`config.mk`:
```
export PLATFORM = sky130hd
export DESIGN_NAME = rr_arbiter
export DESIGN_NICKNAME = d
export VERILOG_FILES = /design/src/rtl/arb_pkg.sv /design/src/rtl/rr_prio_sel.sv /design/src/rtl/rr_arbiter.sv
export SDC_FILE = /design/constraint.sdc
export NUM_CORES = 1
export LEC_CHECK = 0
export ABC_AREA = 1
export BUFFER_PORTS_ARGS = -buffer_cell sky130_fd_sc_hd__buf_2
export CORE_AREA = 2 2 39 41
export DETAILED_ROUTE_END_ITERATION = 8
export DIE_AREA = 0 0 41 43
export PLACE_DENSITY = 0.87
export SLEW_MARGIN = 20
export SYNTH_ARGS = -nofsm -noshare
export SYNTH_HDL_FRONTEND = slang
export SYNTH_HIERARCHICAL = 1
export SYNTH_SLANG_ARGS = --single-unit
```
`constraint.sdc`:
```
create_clock -name clk -period 3.46 [get_ports clk]
set_input_delay 0.346 -clock clk [delete_from_list [all_inputs] [get_ports clk]]
set_output_delay 0.346 -clock clk [all_outputs]
set_load 0.01 [all_outputs]
```
`src/rtl/arb_pkg.sv`:
```
// rtl/arb_pkg.sv - shared types and default constants for the round-robin arbiter
package arb_pkg;

  typedef enum logic {
    IDLE = 1'b0,
    BUSY = 1'b1
  } arb_state_t;

  localparam int ARB_N        = 4;
  localparam int ARB_MAX_HOLD = 4;
  localparam int ARB_ID_W     = $clog2(ARB_N);

endpackage

```
`src/rtl/rr_prio_sel.sv`:
```
// rtl/rr_prio_sel.sv - combinational rotating-priority search
//
// Ports:
//   request   in  N      : request levels, bit i = requester i
//   ptr       in  ID_W   : last-granted index; search starts at ptr+1
//   win_valid out 1      : some request bit is set
//   win_id    out ID_W   : first requesting index in order ptr+1 .. ptr (mod N)
module rr_prio_sel #(
  parameter int N    = 4,
  parameter int ID_W = $clog2(N)
) (
  input  logic [N-1:0]    request,
  input  logic [ID_W-1:0] ptr,
  output logic            win_valid,
  output logic [ID_W-1:0] win_id
);

  // Walk the candidates from lowest to highest priority so the last hit
  // wins; offset N lands on ptr itself, making the current owner the final
  // candidate.
  always_comb begin
    int unsigned idx;
    win_valid = 1'b0;
    win_id    = '0;
    idx       = 0;
    for (int unsigned k = N; k >= 1; k--) begin
      idx = (int'(ptr) + k) % N;
      if (request[idx[ID_W-1:0]]) begin
        win_valid = 1'b1;
        win_id    = idx[ID_W-1:0];
      end
    end
  end

endmodule

```
`src/rtl/rr_arbiter.sv`:
```
// rtl/rr_arbiter.sv - round-robin arbiter with registered one-hot grant
//
// Build option: RR_ARB_HOLD_LIMIT_EN enables the MAX_HOLD burst limit.
//
// Ports:
//   clk         in  1     : clock, rising edge
//   rst         in  1     : synchronous active-high reset
//   request     in  N     : per-requester request level
//   grant       out N     : registered grant, one-hot or zero
//   grant_valid out 1     : registered, equals |grant
//   grant_id    out ID_W  : registered owner index, 0 when idle
module rr_arbiter
  import arb_pkg::*;
#(
  parameter int N        = ARB_N,
  parameter int MAX_HOLD = ARB_MAX_HOLD
) (
  input  logic                 clk,
  input  logic                 rst,
  input  logic [N-1:0]         request,
  output logic [N-1:0]         grant,
  output logic                 grant_valid,
  output logic [$clog2(N)-1:0] grant_id
);

  localparam int ID_W = $clog2(N);

  if (N < 2 || MAX_HOLD < 1) begin : g_param_check
    $error("rr_arbiter: N must be >= 2 and MAX_HOLD >= 1");
  end

  arb_state_t      state_q, state_d;
  logic [ID_W-1:0] ptr_q, ptr_d;
  logic [N-1:0]    grant_q, grant_d;
  logic [ID_W-1:0] id_q, id_d;
  logic            valid_q, valid_d;

  logic            win_valid;
  logic [ID_W-1:0] win_id;
  logic [N-1:0]    win_onehot;

  rr_prio_sel #(
    .N    (N),
    .ID_W (ID_W)
  ) u_prio_sel (
    .request   (request),
    .ptr       (ptr_q),
    .win_valid (win_valid),
    .win_id    (win_id)
  );

  assign win_onehot = {{(N-1){1'b0}}, 1'b1} << win_id;

`ifdef RR_ARB_HOLD_LIMIT_EN
  localparam int HOLD_W = $clog2(MAX_HOLD + 1);
  localparam logic [HOLD_W-1:0] HOLD_MAX = HOLD_W'(MAX_HOLD);

  logic [HOLD_W-1:0] hold_q, hold_d;
  logic              others_pending;

  assign others_pending = |(request & ~grant_q);
`endif

  always_comb begin
    state_d = state_q;
    ptr_d   = ptr_q;
    grant_d = grant_q;
    id_d    = id_q;
    valid_d = valid_q;
`ifdef RR_ARB_HOLD_LIMIT_EN
    hold_d  = hold_q;
`endif
    unique case (state_q)
      IDLE: begin
        if (win_valid) begin
          state_d = BUSY;
          ptr_d   = win_id;
          grant_d = win_onehot;
          id_d    = win_id;
          valid_d = 1'b1;
`ifdef RR_ARB_HOLD_LIMIT_EN
          hold_d  = HOLD_W'(1);
`endif
        end
      end
      BUSY: begin
        if (!request[id_q]) begin
          // Owner released: the search can only hit another requester here,
          // so hand off in the same edge when one is waiting.
          if (win_valid) begin
            ptr_d   = win_id;
            grant_d = win_onehot;
            id_d    = win_id;
`ifdef RR_ARB_HOLD_LIMIT_EN
            hold_d  = HOLD_W'(1);
`endif
          end else begin
            state_d = IDLE;
            grant_d = '0;
            id_d    = '0;
            valid_d = 1'b0;
`ifdef RR_ARB_HOLD_LIMIT_EN
            hold_d  = '0;
`endif
          end
        end else begin
`ifdef RR_ARB_HOLD_LIMIT_EN
          // Burst exhausted with someone waiting: the search from ptr+1
          // reaches every other requester before the owner at ptr.
          if (hold_q == HOLD_MAX && others_pending) begin
            ptr_d   = win_id;
            grant_d = win_onehot;
            id_d    = win_id;
            hold_d  = HOLD_W'(1);
          end else if (hold_q != HOLD_MAX) begin
            hold_d  = hold_q + HOLD_W'(1);
          end
`endif
        end
      end
      default: begin
        state_d = IDLE;
      end
    endcase
  end

  always_ff @(posedge clk) begin
    if (rst) begin
      state_q <= IDLE;
      ptr_q   <= ID_W'(N - 1);
      grant_q <= '0;
      id_q    <= '0;
      valid_q <= 1'b0;
`ifdef RR_ARB_HOLD_LIMIT_EN
      hold_q  <= '0;
`endif
    end else begin
      state_q <= state_d;
      ptr_q   <= ptr_d;
      grant_q <= grant_d;
      id_q    <= id_d;
      valid_q <= valid_d;
`ifdef RR_ARB_HOLD_LIMIT_EN
      hold_q  <= hold_d;
`endif
    end
  end

  assign grant       = grant_q;
  assign grant_valid = valid_q;
  assign grant_id    = id_q;

endmodule

```
Word-level counts from Yosys, hierarchy flattened
Index checks and enable logic that the tools add are counted.

Output and inout bits: 7. Register bits after elaboration: 10. Word-level logic and storage cells: 57. Input bits: 6.

Mux-type cells: 36. Equality and inequality tests: 3. Reductions and logical operators: 2. $lt $le $gt $ge: 5. Shift operators: 1. Bitwise logic cells: 1. $add $sub $neg: 4.

Operators by type and width (number): $mux W2 (9); $lt A2 B3 Y1 const B (5); $mux W1 (14); $mux W4 (3); $bmux W1 S2 (5); $pmux W2 S2 (2); $pmux W4 S2 (1); $add A2 B1 Y2 const B (2); $add A2 B2 Y2 const B (2); $ne A2 B2 Y1 const B (2); $pmux W1 S2 (2); $shl A1 B2 Y4 const A (1); $reduce_and A3 Y1 (1); $ne A2 B1 Y1 const B (1); $reduce_and A2 Y1 (1); $not A1 Y1 (1).

Logic depth before layout (Yosys ltp)
Word-level depth: 11. Gate-level depth with buffers: 15. Mapped depth without buffers: 14.

Modules after synthesis
Netlist, hierarchy kept.

Modules (own cells, without submodules): rr_arbiter (cells each 69, sequential area each 200.2 um^2, area an instance 479.2 um^2, instances 1); rr_prio_sel (cells each 51, sequential area each 0.0 um^2, area an instance 246.5 um^2, instances 1).

Least setup slack after synthesis
No wires, ideal clock.

Path type: reg2reg. Start: reg ptr_q[0]. End: reg id_q[0], in the netlist grant_id[0]. Cell stages (with the launch flop): 13. Setup slack: 1841 ps. Path buffers: 1. Data arrival time: 1489 ps. Required time: 3330 ps. Library setup time: 130 ps. Clock period less this slack: 1619 ps. Cells stage by stage: dfxtp_1 buf_6 inv_6 nand2_2 and2_4 nor2_2 nand2_1 inv_1 ha_1 inv_1 nand2_1 nand2_1 a21oi_1.

Longest elaborated chain between the ends: 10. Elaborated cells on any way between the ends: 26. Classes of those cells: add/sub (4); eq/ne (1); mux (20); reduce/logical (1).

RTL lines: start: declaration (line rr_arbiter.sv:33) `logic [ID_W-1:0] ptr_q, ptr_d;`; start signal: assignment (line rr_arbiter.sv:130) `ptr_q <= ID_W'(N - 1);`; start signal: assignment (line rr_arbiter.sv:139) `ptr_q <= ptr_d;`; $add A2 B1 Y2 (line rr_prio_sel.sv:27) `idx = (int'(ptr) + k) % N;`; $bmux W1 S2 (line rr_prio_sel.sv:28) `if (request[idx[ID_W-1:0]]) begin`; $mux W1 (implied by the code) (line rr_prio_sel.sv:28); $mux W1 (3 in a row) (line rr_prio_sel.sv:28); $mux W1 * (line rr_prio_sel.sv:28); via win_valid (line rr_arbiter.sv:38) `logic win_valid;`; $mux W2 (line rr_arbiter.sv:90) `if (win_valid) begin`; $mux W2 (line rr_arbiter.sv:87) `if (!request[id_q]) begin`; $pmux W2 S2 (line rr_arbiter.sv:73) `unique case (state_q)`; end signal: assignment (line rr_arbiter.sv:141) `id_q <= id_d;`; end: declaration (line rr_arbiter.sv:35) `logic [ID_W-1:0] id_q, id_d;`.

Mark *: on every way through the listed nets, which the timed path passes. The rest lies on a longest branch. The select of a mux whose other input is x is not followed. A chain may end at the register's enable or synchronous reset.

Worst setup path after layout
Start: reg ptr_q[0]. End: reg grant_q[2], in the netlist grant[2].

Elaborated cells on any way between the ends: 27. Classes of those cells: add/sub (4); eq/ne (1); shift (1); mux (20); reduce/logical (1).

RTL lines: $add A2 B1 Y2 (line rr_prio_sel.sv:27); $bmux W1 S2 (line rr_prio_sel.sv:28); $mux W1 (implied by the code) (line rr_prio_sel.sv:28); $mux W1 (3 in a row) (line rr_prio_sel.sv:28); $mux W1 * (line rr_prio_sel.sv:28); via win_valid (line rr_arbiter.sv:38); $mux W4 (line rr_arbiter.sv:90); $mux W4 (line rr_arbiter.sv:87); $pmux W4 S2 (line rr_arbiter.sv:73); end signal: assignment (line rr_arbiter.sv:140) `grant_q <= grant_d;`; end: declaration (line rr_arbiter.sv:34) `logic [N-1:0] grant_q, grant_d;`.

Marked as above.

==> flow_summary.yaml <==
synth:
  syn_nets: 127
  yosys_warnings: 6
  synth_top_cells_by_area: "sky130_fd_sc_hd__dfxtp_1 (28%), sky130_fd_sc_hd__nand2_1 (22%), sky130_fd_sc_hd__nand3_1 (10%)"
  cell_type_with_the_largest_total_area_after_synthesis: "sky130_fd_sc_hd__dfxtp_1"
  synth_largest_type_area_fraction: 0.276
  number_of_storage_elements_in_the_synthesis_netlist: 10
  syn-instance-count: 120
  ys_seq_area_frac: 0.276
  average_cell_area_after_synthesis_um2: 6.05
  synth_cell_types: 19
  syn-cell-area_um2: 726
setup_path:
  crit_path_end_kind: "flop"
  cp.arrival_ns: 2.18
  maximum_net_fanout_on_the_critical_path: 11
  timing.critical_path.slowest_stage_cell: "sky130_fd_sc_hd__dfxtp_1"
  critPathMostFrequentCell: "sky130_fd_sc_hd__nand2_1"
  maximum_single_stage_delay_on_the_critical_path_ns: 0.58
  worstPathCellList: "nand2_1 > and2_4 > nor2_2 > nand2_1 > inv_1 > ha_1 > inv_1 > nand2_1 > nand2_1 > a21oi_1"
  timing.critical_path.required_ns: 3.65
  largest_delay_contributor_family_on_the_critical_path: "simple AND/OR/NAND/NOR gates"
  path_class: "flop to flop"
  crit_path_start_kind: "flop"
  worstPathBufferInverterCount: 2
job:
  max_cap_violations: 0
clocking:
  clock_sinks: 10
  ctsRootBufferMaster: "sky130_fd_sc_hd__clkbuf_4"
  cts_max_path_buffers: 2
  cts_hold_buffers: 0
  ctsHtreeMaxLevel: 1
  numCtsBuffers: 3
  cts_repair_resize_count: 0
  path_clk_slew_ns: 0.07
  clock_insertion_delay_worst_skew_ns: 0.27
  tritoncts: "built"
  post-cts-setup-buffers: 0
placed_design:
  placed_cell_area_um2: 779
  detailedPlacementHpwl_mm: 1.21
  port-buffer-count: 12
  routabilityCongestion: 0.797
global_routing:
  global_route.usage.total: 0.200
  first_pass_grt_wire_length_mm: 2.52
  grt_remaining_overflow: 0
  grt_antenna_before_repair: 0
  grt_max_degree: 13
  via_count_of_the_first_global_routing_pass: 674
timing:
  hold_violations: 0
  setup_viol: 0
  finalWorstPathRequiredPeriod_ns: 1.98
  finClkSkew_ns: 0.00354
  worst_slew_margin_rel: 0.715
  tightest_slew_ns: 0.428
  tns_ns: 0
  finalMaxSlewViolations: 0
  rsz0062_at_grt: "false"
  top_achievable_clock_speed_mhz: 504
  fin_crit_sh: 0.574
status:
  run_status: "completed"
detailed_routing:
  ant_nets: 0
  via_count_of_the_routed_design: 765
  drc_errors: 0
  firstDrtPassIters: 4
  postRouteWirelength_mm: 1.50
  viasPerCell: 5.13
  drt_iter0_drc: 18
  routedWlPerCell_um: 10.1
floorplanning:
  floorplan.die.height_um: 43
  core-area_mm2: 0.00138
  die_width_um: 41
  floorplan.initialDensity: 0.524
  rows: 14
  die_area_mm2: 0.00176
  number_of_i_o_pins: 13
finish:
  layout-drive-gt1-share: 0.248
  synthToLayoutAreaGrowth_pct: 12.4
  finalNetCount: 141
  fin_area_um2: 816
  diodes: 0
min_path:
  hp-class: "input pin to flop"
power:
  p_leak_nw: 0.454
  power-per-cell-area_mw_per_mm2: 1040
  ir_drop_mv: 0.468
[cells by family (layout without fill, tap and decap cells)]
kind of cell             count (synthesis)  count (layout)  share of synthesized area
flip-flops                              10              10                      0.276
AO/OA/AOI/OAI                           14              14                      0.105
adder cells (fa/ha/maj)                  1               1                     0.0172
buffers and inverters                   20              33                      0.131
AND/OR/NAND/NOR                         75              75                      0.471
[state kept, by name (all words and copies together) (netlist names)]
register     cells
grant            4
grant_id         2
ptr_q            2
grant_valid      1
state_q          1
[report_power, final]
group          switching [W]  internal [W]  leakage (nW)
combinational       0.000323      0.000201         0.350
sequential         0.0000550      0.000163        0.0827
clock              0.0000420     0.0000639        0.0210
total               0.000420      0.000427         0.454
[through the flow]
stage	setup WS, ns	hold slack (ns)	power [W]	cells	util
floorplan	1.84	0.451	0.000645	120	-
global placement	1.60	0.447	0.000722	145	0.563
detailed placement	1.48	0.458	0.000738	145	0.563
CTS	1.48	0.345	0.000846	149	0.590
global route	1.25	0.360	0.000934	149	0.590
finish	1.48	0.346	0.000848	149	0.590
[layout make-up]
cell class / count / area (um2)
tap: 16 / 20.0
sequential: 10 / 200
clock buffer: 4 / 36.3
inverter: 17 / 68.8
timing repair buffer: 12 / 60.1
fill: 137 / 568
multi-input combinational: 90 / 430
[routing by layer]
metal,vias to the layer above,global-route usage,wire (um)
li1,405,-,-
met4,0,0.0600,14
met1,344,0.231,696
met5,-,0,0
met2,14,0.363,751
met3,2,0.0157,38
[cell usage in the layout (no fill, tap or decap), types with 2 or more instances in the layout]
cell / instances
sky130_fd_sc_hd__nand2_1: 42
sky130_fd_sc_hd__nand3_1: 15
sky130_fd_sc_hd__inv_1: 13
sky130_fd_sc_hd__buf_2: 12
sky130_fd_sc_hd__a21oi_1: 11
sky130_fd_sc_hd__dfxtp_1: 10
sky130_fd_sc_hd__nand2_2: 8
sky130_fd_sc_hd__nor2_1: 5
sky130_fd_sc_hd__inv_2: 3
sky130_fd_sc_hd__clkbuf_4: 3
sky130_fd_sc_hd__nand3_2: 2
[cell usage after synthesis]
cell type,count
sky130_fd_sc_hd__nand2_1,42
sky130_fd_sc_hd__nand3_1,15
sky130_fd_sc_hd__inv_1,13
sky130_fd_sc_hd__a21oi_1,11
sky130_fd_sc_hd__dfxtp_1,10
sky130_fd_sc_hd__nand2_2,8
sky130_fd_sc_hd__nor2_1,5
sky130_fd_sc_hd__inv_2,3
sky130_fd_sc_hd__buf_6,2
sky130_fd_sc_hd__nand3_2,2
sky130_fd_sc_hd__a21boi_1,1
sky130_fd_sc_hd__and2_4,1
sky130_fd_sc_hd__buf_1,1
sky130_fd_sc_hd__ha_1,1
sky130_fd_sc_hd__inv_6,1
sky130_fd_sc_hd__nor2_2,1
sky130_fd_sc_hd__nor3_1,1
sky130_fd_sc_hd__o21ai_1,1
sky130_fd_sc_hd__o21ai_2,1
[path summary, 6_finish.rpt]
| path | startpoint | cells after the start | slack [ns] | to |
|---|---|---|---|---|
| worst max-delay path | ptr_q[0] | 10 | 1.48 | grant[2] |
| worst min register to register | grant_valid | 2 | 0.46 | grant_valid |
| worst min-delay path | rst | 2 | 0.35 | grant_id[1] |
| worst max register to register | ptr_q[0] | 10 | 1.48 | grant[2] |
Note: power is estimated with default switching activity, not from simulation.
